`src/rtl/count_pkg.sv`:
```
// Shared types for the count-stream decoder: FSM state encoding, step classes
// and the default counter range.
package count_pkg;

  localparam int COUNT_WIDTH = 3;
  localparam int MAX_COUNT   = (1 << COUNT_WIDTH) - 1;

  typedef logic [2:0] state_t;

  localparam state_t ST_IDLE       = 3'd0;
  localparam state_t ST_ACQUIRE    = 3'd1;
  localparam state_t ST_TRACK_UP   = 3'd2;
  localparam state_t ST_TRACK_DOWN = 3'd3;
  localparam state_t ST_FAULT      = 3'd4;

  typedef enum logic [1:0] {
    STEP_UP,
    STEP_DOWN,
    STEP_HOLD,
    STEP_ILLEGAL
  } step_t;

endpackage

```
`src/rtl/count_step_classify.sv`:
```
// Combinational step classifier: modular difference between two successive
// counter samples, plus detection of a legal step across the max<->0 boundary.
module count_step_classify
  import count_pkg::*;
#(
  parameter int WIDTH = COUNT_WIDTH
) (
  input  logic [WIDTH-1:0] prev,
  input  logic [WIDTH-1:0] cur,
  output step_t            step,
  output logic             wrap
);

  logic [WIDTH-1:0] delta;

  always_comb begin
    delta = cur - prev;
    step  = STEP_ILLEGAL;
    wrap  = 1'b0;
    if (delta == WIDTH'(1)) begin
      step = STEP_UP;
      wrap = (prev == {WIDTH{1'b1}});
    end else if (delta == {WIDTH{1'b1}}) begin
      step = STEP_DOWN;
      wrap = (prev == {WIDTH{1'b0}});
    end else if (delta == {WIDTH{1'b0}}) begin
      step = STEP_HOLD;
    end
  end

endmodule

```
`src/rtl/count_stream_decoder.sv`:
```
// Monitors a modulo-2^WIDTH count stream: locks onto its direction, flags
// wraps, reversals and illegal jumps, and faults after repeated bad steps.
module count_stream_decoder
  import count_pkg::*;
#(
  parameter int WIDTH     = COUNT_WIDTH,
  parameter int ERR_LIMIT = 3
) (
  input  logic             clk,
  input  logic             reset,
  input  logic             sample_en,
  input  logic [WIDTH-1:0] count_in,
  input  logic             clear,
  output logic             dir_up,
  output logic             locked,
  output logic             wrap_pulse,
  output logic             reverse_pulse,
  output logic             err_pulse,
  output logic             fault,
  output logic [WIDTH-1:0] prev_count
);

  localparam logic [3:0] ERR_LIM = 4'(ERR_LIMIT);

  state_t           state, state_nxt;
  logic [3:0]       err_cnt, err_nxt, err_inc;
  logic             dir_nxt, wrap_nxt, rev_nxt, errp_nxt;
  logic [WIDTH-1:0] prev_nxt;
  step_t            step;
  logic             step_wrap;

  count_step_classify #(.WIDTH(WIDTH)) u_classify (
    .prev (prev_count),
    .cur  (count_in),
    .step (step),
    .wrap (step_wrap)
  );

  assign err_inc = err_cnt + 4'd1;

  always_comb begin
    state_nxt = state;
    err_nxt   = err_cnt;
    dir_nxt   = dir_up;
    prev_nxt  = prev_count;
    wrap_nxt  = 1'b0;
    rev_nxt   = 1'b0;
    errp_nxt  = 1'b0;
    if (clear) begin
      state_nxt = ST_IDLE;
      err_nxt   = 4'd0;
    end else if (sample_en && state != ST_FAULT) begin
      prev_nxt = count_in;
      case (state)
        ST_IDLE: state_nxt = ST_ACQUIRE;
        ST_ACQUIRE: begin
          // err_cnt only counts while tracking; acquisition errors just pulse
          case (step)
            STEP_UP:      begin state_nxt = ST_TRACK_UP;   dir_nxt = 1'b1; wrap_nxt = step_wrap; end
            STEP_DOWN:    begin state_nxt = ST_TRACK_DOWN; dir_nxt = 1'b0; wrap_nxt = step_wrap; end
            STEP_ILLEGAL: errp_nxt = 1'b1;
            default:      ;
          endcase
        end
        ST_TRACK_UP, ST_TRACK_DOWN: begin
          case (step)
            STEP_UP: begin
              err_nxt   = 4'd0;
              wrap_nxt  = step_wrap;
              rev_nxt   = (state == ST_TRACK_DOWN);
              state_nxt = ST_TRACK_UP;
              dir_nxt   = 1'b1;
            end
            STEP_DOWN: begin
              err_nxt   = 4'd0;
              wrap_nxt  = step_wrap;
              rev_nxt   = (state == ST_TRACK_UP);
              state_nxt = ST_TRACK_DOWN;
              dir_nxt   = 1'b0;
            end
            STEP_ILLEGAL: begin
              errp_nxt = 1'b1;
              err_nxt  = err_inc;
              if (err_inc == ERR_LIM) state_nxt = ST_FAULT;
            end
            default: ;
          endcase
        end
        default: state_nxt = ST_IDLE;
      endcase
    end
  end

  // Registered outputs: flags describe the sample seen on the previous edge
  always_ff @(posedge clk) begin
    if (reset) begin
      state         <= ST_IDLE;
      err_cnt       <= 4'd0;
      dir_up        <= 1'b0;
      locked        <= 1'b0;
      wrap_pulse    <= 1'b0;
      reverse_pulse <= 1'b0;
      err_pulse     <= 1'b0;
      fault         <= 1'b0;
      prev_count    <= '0;
    end else begin
      state         <= state_nxt;
      err_cnt       <= err_nxt;
      dir_up        <= dir_nxt;
      locked        <= (state_nxt == ST_TRACK_UP) || (state_nxt == ST_TRACK_DOWN);
      wrap_pulse    <= wrap_nxt;
      reverse_pulse <= rev_nxt;
      err_pulse     <= errp_nxt;
      fault         <= (state_nxt == ST_FAULT);
      prev_count    <= prev_nxt;
    end
  end

endmodule

```
`config.mk`:
```
export PLATFORM = sky130hd
export DESIGN_NAME = count_stream_decoder
export DESIGN_NICKNAME = d
export VERILOG_FILES = /design/src/rtl/count_pkg.sv /design/src/rtl/count_step_classify.sv /design/src/rtl/count_stream_decoder.sv
export SDC_FILE = /design/constraint.sdc
export NUM_CORES = 1
export LEC_CHECK = 0
export ABC_CLOCK_PERIOD_IN_PS = 2700
export BUFFER_PORTS_ARGS = -buffer_cell sky130_fd_sc_hd__buf_2
export CORE_MARGIN = 2
export CORE_UTILIZATION = 46
export DETAILED_ROUTE_END_ITERATION = 7
export PLACE_DENSITY_LB_ADDON = 0.3
export SLEW_MARGIN = 30
export SYNTH_ARGS = -nofsm -noshare
export SYNTH_HDL_FRONTEND = slang
export SYNTH_SLANG_ARGS = --single-unit
```
`constraint.sdc`:
```
create_clock -name clk -period 2.7 [get_ports clk]
set_clock_uncertainty 0.05 [all_clocks]
set_input_delay 0.54 -clock clk [delete_from_list [all_inputs] [get_ports clk]]
set_output_delay 0.54 -clock clk [all_outputs]
set_load 0.05 [all_outputs]
```
# Yosys cells after proc, flatten, opt, wreduce, memory -nomap -nowiden
# Cells that the tools add are included.
[totals]
elab_cells = 62
register_bits = 16
out_inout_bits = 9
in_bits = 7
[classes]
addsub = 2
muxes = 15
eq_ne = 13
reduce_logical = 18
bitwise = 5
[op_table]
columns = ["op", "n"]
rows = [
  ["$pmux W3 S3", 2],
  ["$eq A3 B2 Y1 const B", 4],
  ["$eq A3 B3 Y1 const B", 3],
  ["$logic_not A3 Y1", 3],
  ["$mux W3", 3],
  ["$pmux W4 S2", 1],
  ["$reduce_or A4 Y1", 2],
  ["$eq A3 B1 Y1 const B", 2],
  ["$pmux W3 S2", 1],
  ["$reduce_or A2 Y1", 3],
  ["$not A1 Y1", 5],
  ["$reduce_or A5 Y1", 1],
  ["$add A4 B1 Y4 const B", 1],
  ["$eq A4 B2 Y1 const B", 1],
  ["$mux W1", 4],
  ["$mux W2", 2],
  ["$pmux W1 S2", 2],
  ["$reduce_and A4 Y1", 1],
  ["$reduce_bool A2 Y1", 2],
  ["$ne A3 B3 Y1 const B", 1],
  ["$reduce_and A3 Y1", 1],
  ["$reduce_or A3 Y1", 1],
  ["$sub A3 B3 Y3", 1],
  ["$eq A2 B1 Y1 const B", 1],
  ["5 further kinds", 5],
]

# Logic depth before layout (Yosys ltp)
[logic_depth]
word_depth = 12
mapped_depth = 9
depth_no_buf = 8

# Modules after synthesis
# A second synthesis with hierarchy kept.
[unflattened]
hier_cells = 107
hier_area_um2 = 935.9
[modules_own_cells]
columns = ["mod", "cells_per_inst", "instances", "area_each_um2", "seq_area_each_um2"]
rows = [
  ["count_stream_decoder", 95, 1, 825.8, 320.3],
  ["count_step_classify", 12, 1, 110.1, 0.0],
]

# Worst setup path after synthesis
# No wires, ideal clock.
[synth_timing]
path_type = "register to register"
startpoint = "register prev_count[0]"
endpoint = "register err_cnt[2]"
period_less_slack_ns = 2.763
arrival_time_ns = 2.643
t_required_ns = 2.580
n_path_buf = 1
stages_incl_launch_ff = 9
path_slack_ns = -0.063
setup_ns = 0.070
path_cell_list = "dfxtp_1 ha_1 fa_1 xnor3_2 and2_4 buf_6 or3_1 or3b_1 a21oi_1"
[synth_via]
elab_chain_len = 9
word_cells_on_any_way = 14
classes_between = "1 x add/sub; 4 x eq/ne; 4 x mux; 5 x reduce/logical"
[synth_rtl]
columns = ["item", "line_no", "source"]
rows = [
  ["start: declaration", "count_stream_decoder.sv:20", "output logic [WIDTH-1:0] prev_count"],
  ["start signal: assignment", "count_stream_decoder.sv:115", "prev_count <= prev_nxt;"],
  ["$sub A3 B3 Y3 *", "count_step_classify.sv:17", "delta = cur - prev;"],
  ["$logic_not A3 Y1", "count_step_classify.sv:26", "end else if (delta == {WIDTH{1'b0}}) begin"],
  ["$mux W1", "count_step_classify.sv:26", ""],
  ["$mux W2", "count_step_classify.sv:23", "end else if (delta == {WIDTH{1'b1}}) begin"],
  ["$mux W2 *", "count_step_classify.sv:20", "if (delta == WIDTH'(1)) begin"],
  ["$eq A2 B1 Y1 / $logic_not A2 Y1 (equally long branches)", "count_stream_decoder.sv:66", "case (step)"],
  ["$reduce_or A2 Y1 (no source line)", "-", ""],
  ["$reduce_bool A2 Y1 (no source line)", "-", ""],
  ["$reduce_and A3 Y1 (no source line)", "-", ""],
  ["end signal: assignment", "count_stream_decoder.sv:108", "err_cnt <= err_nxt;"],
  ["end: declaration", "count_stream_decoder.sv:26", "logic [3:0] err_cnt, err_nxt, err_inc;"],
]
# Every way passes the cells marked *; elsewhere a longest branch is shown, timed or not.
# A chain may end at the register's enable or synchronous reset.

# Final worst setup path
[layout_timing]
startpoint = "input count_in[0]"
endpoint = "register err_cnt[2]"
[layout_via]
elab_chain_len = 9
word_cells_on_any_way = 14
classes_between = "1 x add/sub; 4 x eq/ne; 4 x mux; 5 x reduce/logical"
[layout_rtl]
columns = ["item", "line_no", "source"]
rows = [
  ["start: declaration", "count_stream_decoder.sv:12", "input logic [WIDTH-1:0] count_in,"],
  ["$sub A3 B3 Y3 *", "count_step_classify.sv:17", ""],
  ["$logic_not A3 Y1", "count_step_classify.sv:26", ""],
  ["$mux W1", "count_step_classify.sv:26", ""],
  ["$mux W2", "count_step_classify.sv:23", ""],
  ["$mux W2 *", "count_step_classify.sv:20", ""],
  ["$eq A2 B1 Y1 / $logic_not A2 Y1 (equally long branches)", "count_stream_decoder.sv:66", ""],
  ["$reduce_or A2 Y1 (no source line)", "-", ""],
  ["$reduce_bool A2 Y1 (no source line)", "-", ""],
  ["$reduce_and A3 Y1 (no source line)", "-", ""],
]
# Marked as above.

==> out/results.ini <==
[yosys]
synthAdderAreaFrac_pct = 5.672
async_flop_share_pct = 0
syn_area_per_cell_um2 = 8.980
synth-edff-count = 0
yosys_register_bits = 16
synth_flop_cell = dfxtp_1
synth-compound-area-share_pct = 18.50
muxShareOfSynthArea_pct = 5.055
synth_top_family_by_area = simple AND/OR/NAND/NOR gates
synth-simple-area-share_pct = 29.59
synth_area_um2 = 1015
synth_cell_types = 46
seq_area_frac_synth_pct = 31.57
synth_xor_area_share_pct = 5.549
ys_warn_count = 0
synth_nets = 124
synthCells = 113

[setup_path]
path_depth = 9
r2r_cells = 7
crit_type = primary input to flop
startpoint_type = primary input
critical-path-slowest-cell = or3_1
worstPathMaxFanout = 5
max_stage_delay_ps = 390
crit_required_ps = 2870
cp.arrival_ps = 2610
end_kind = flop
path_cells = buf_2 -> inv_1 -> ha_1 -> fa_2 -> xnor3_2 -> and2_4 -> or3_1 -> or3b_1 -> a21oi_1
cp_top_family = simple AND/OR/NAND/NOR gates
crit_buf_inv = 2

[timing]
max_freq_mhz = 409.2
whs_ps = 446.4
finalCriticalPeriod_ps = 2444
finalCritPeriodShare_pct = 90.52
hold_viol_final = 0
drv_slew = 0
setup_violations = 0
worst_slew_pin_slew_ps = 437.4
setup_ws_ps = 256.0
rsz0062_at_grt = false
relSlewSlack_pct = 70.77

[clock_network]
clk_path_buf_depth = 2
cts_setup_buffers = 0
clk_latency_ps = 280
cts.clk_slew.worst_paths_ps = 90
cts-root-buf = clkbuf_4
cts.sinks = 16
ctsHoldBuffers = 0
cts-resized-gates = 0
htreeDepth = 1
cts_made_buffers = 3
cts_tree = built

[placed_design]
gp_congestion = 0.8437
place_ws_ps = -42.79
place_inst = 154
io_buffers = 15
place_hpwl_um = 1656
dpl_cell_area_um2 = 1129

[pwr]
p_switching_mw = 0.1341
total_power_mw = 0.4671
internal_power_mw = 0.3329
switching_share_pct = 28.72
peakVddDrop_v = 0.0002473
comb_power_share_pct = 21.1
seq_power_share_pct = 52.5
p_leak_nw = 0.4736
powerDensity_nw_per_um2 = 405.7
p_clk_share_pct = 26.4

[cells_and_area]
multi_input_area_um2 = 655.6
syn2layout_area_growth_pct = 13.44
antenna_cells = 0
drive_above_1_share_pct = 25.58
final_cell_mix = dfxtp_1, buf_2, nor2_1
finish.instance_area_um2 = 1151
nFillCells = 199
final_nets = 142
fin_cells = 157
final-seq-area_um2 = 321.6

[route]
antenna_left = 0
drc = 0
wirelength_um = 2155
firstDrtPassIters = 4
dr_total_vias = 892
avgRoutedWirePerCell_um = 13.73
initialDrtViolationCount = 16
viasPerCell = 5.682

[die]
core-area_um2 = 2148
die_x_um = 50.97
rows = 17
dieArea_um2 = 2597
die_h_um = 50.97
initial_core_util_pct = 47.23
io_pins = 16

[grt]
gr-total-overflow = 0
antenna_found_initial = 0
grt_max_degree = 12
grt_pass1_vias = 832
grtUsageTotal_pct = 19.32
grt_pass1_wl_um = 3788

[min_path]
holdPathStages = 2
hp-class = flop to flop

[run_status]
status = finished clean

[flow_run]
cap_violations = 0

worst register-to-register path: cells and delay by family (launching register included):
kind / cells / cell delay, ps
and+or+nand+nor: 3 / 960
adders and majority gates: 2 / 550
DFF: 1 / 350
xor gates and xnor gates: 1 / 300
AOI/OAI and AO/OA: 1 / 140
final timing paths:
path | slack [ps] | startpoint | to
setup / recovery | 260 | count_in[0] | err_cnt[2]$_SDFFE_PP0P_
hold / removal | 450 | dir_up$_SDFFE_PP0P_ | dir_up$_SDFFE_PP0P_
setup reg to reg | 290 | prev_count[0]$_SDFFE_PP0P_ | err_cnt[2]$_SDFFE_PP0P_
hold reg to reg | 450 | dir_up$_SDFFE_PP0P_ | dir_up$_SDFFE_PP0P_
final cells by class:
| cell class | instances | area share (%) |
|---|---|---|
| Tap cell | 28 | 3.043 |
| Multi-Input combinational cell | 88 | 56.96 |
| Clock buffer | 3 | 1.957 |
| Timing Repair Buffer | 19 | 9.130 |
| Sequential cell | 16 | 27.93 |
| Inverter | 3 | 0.9783 |
per-layer routing:
metal,share of wire (%),global-route usage [%],wire [um],vias to the layer above
met5,0,0,0,-
met4,1.4,10.81,31,0
met3,2.5,2.632,53,4
met2,45,29.87,974,10
met1,51,25.72,1095,420
li1,-,-,-,458
metrics by stage:
stage               TNS [ps]  util (%)
floorplan                  0         -
global placement           0     52.53
detailed placement    -81.32     52.53
CTS                        0     53.58
global route               0     53.58
finish                     0     53.58
synth_stat cells, drive strengths merged, types with 2 or more instances:
cell type / number / area, um^2
a21oi: 7 / 35.03
a31oi: 2 / 12.51
and2: 2 / 15.02
and3: 2 / 12.51
clkbuf: 5 / 18.77
dfxtp: 16 / 320.3
ha: 3 / 37.54
inv: 3 / 11.26
mux2i: 4 / 40.04
nand2: 4 / 15.01
nand2b: 2 / 12.51
nand3: 2 / 10.01
nand3b: 2 / 15.01
nand4: 2 / 12.51
nand4b: 2 / 17.52
nor2: 12 / 45.04
nor2b: 3 / 18.77
nor3: 4 / 25.02
nor3b: 3 / 22.52
o211a: 2 / 20.02
o21ai: 3 / 15.01
o31ai: 3 / 22.52
or3: 2 / 12.51
or3b: 2 / 17.52
or4: 2 / 15.01
power groups by stage:
stage,registers [mW],clock network (mW),logic (mW)
6_report,0.245,0.123,0.0986
3_3_place_gp,0.250,0,0.0956
2_1_floorplan,0.258,0,0.0639
3_5_place_dp,0.250,0,0.0978
4_1_cts,0.245,0.130,0.0984
5_1_grt,0.246,0.135,0.107
registers in the layout (all words and copies together) (netlist names):
signal	count
fault	1
dir_up	1
err_pulse	1
state	3
err_cnt	4
wrap_pulse	1
reverse_pulse	1
prev_count	3
locked	1
logic make-up after synthesis:
family | after synthesis
AO/OA/AOI/OAI | 26
XOR/XNOR | 3
adder cells (fa/ha/maj) | 4
buffers and inverters | 9
flip-flops | 16
multiplexers | 5
AND/OR/NAND/NOR | 50
Note: power is estimated with default switching activity, not from simulation.
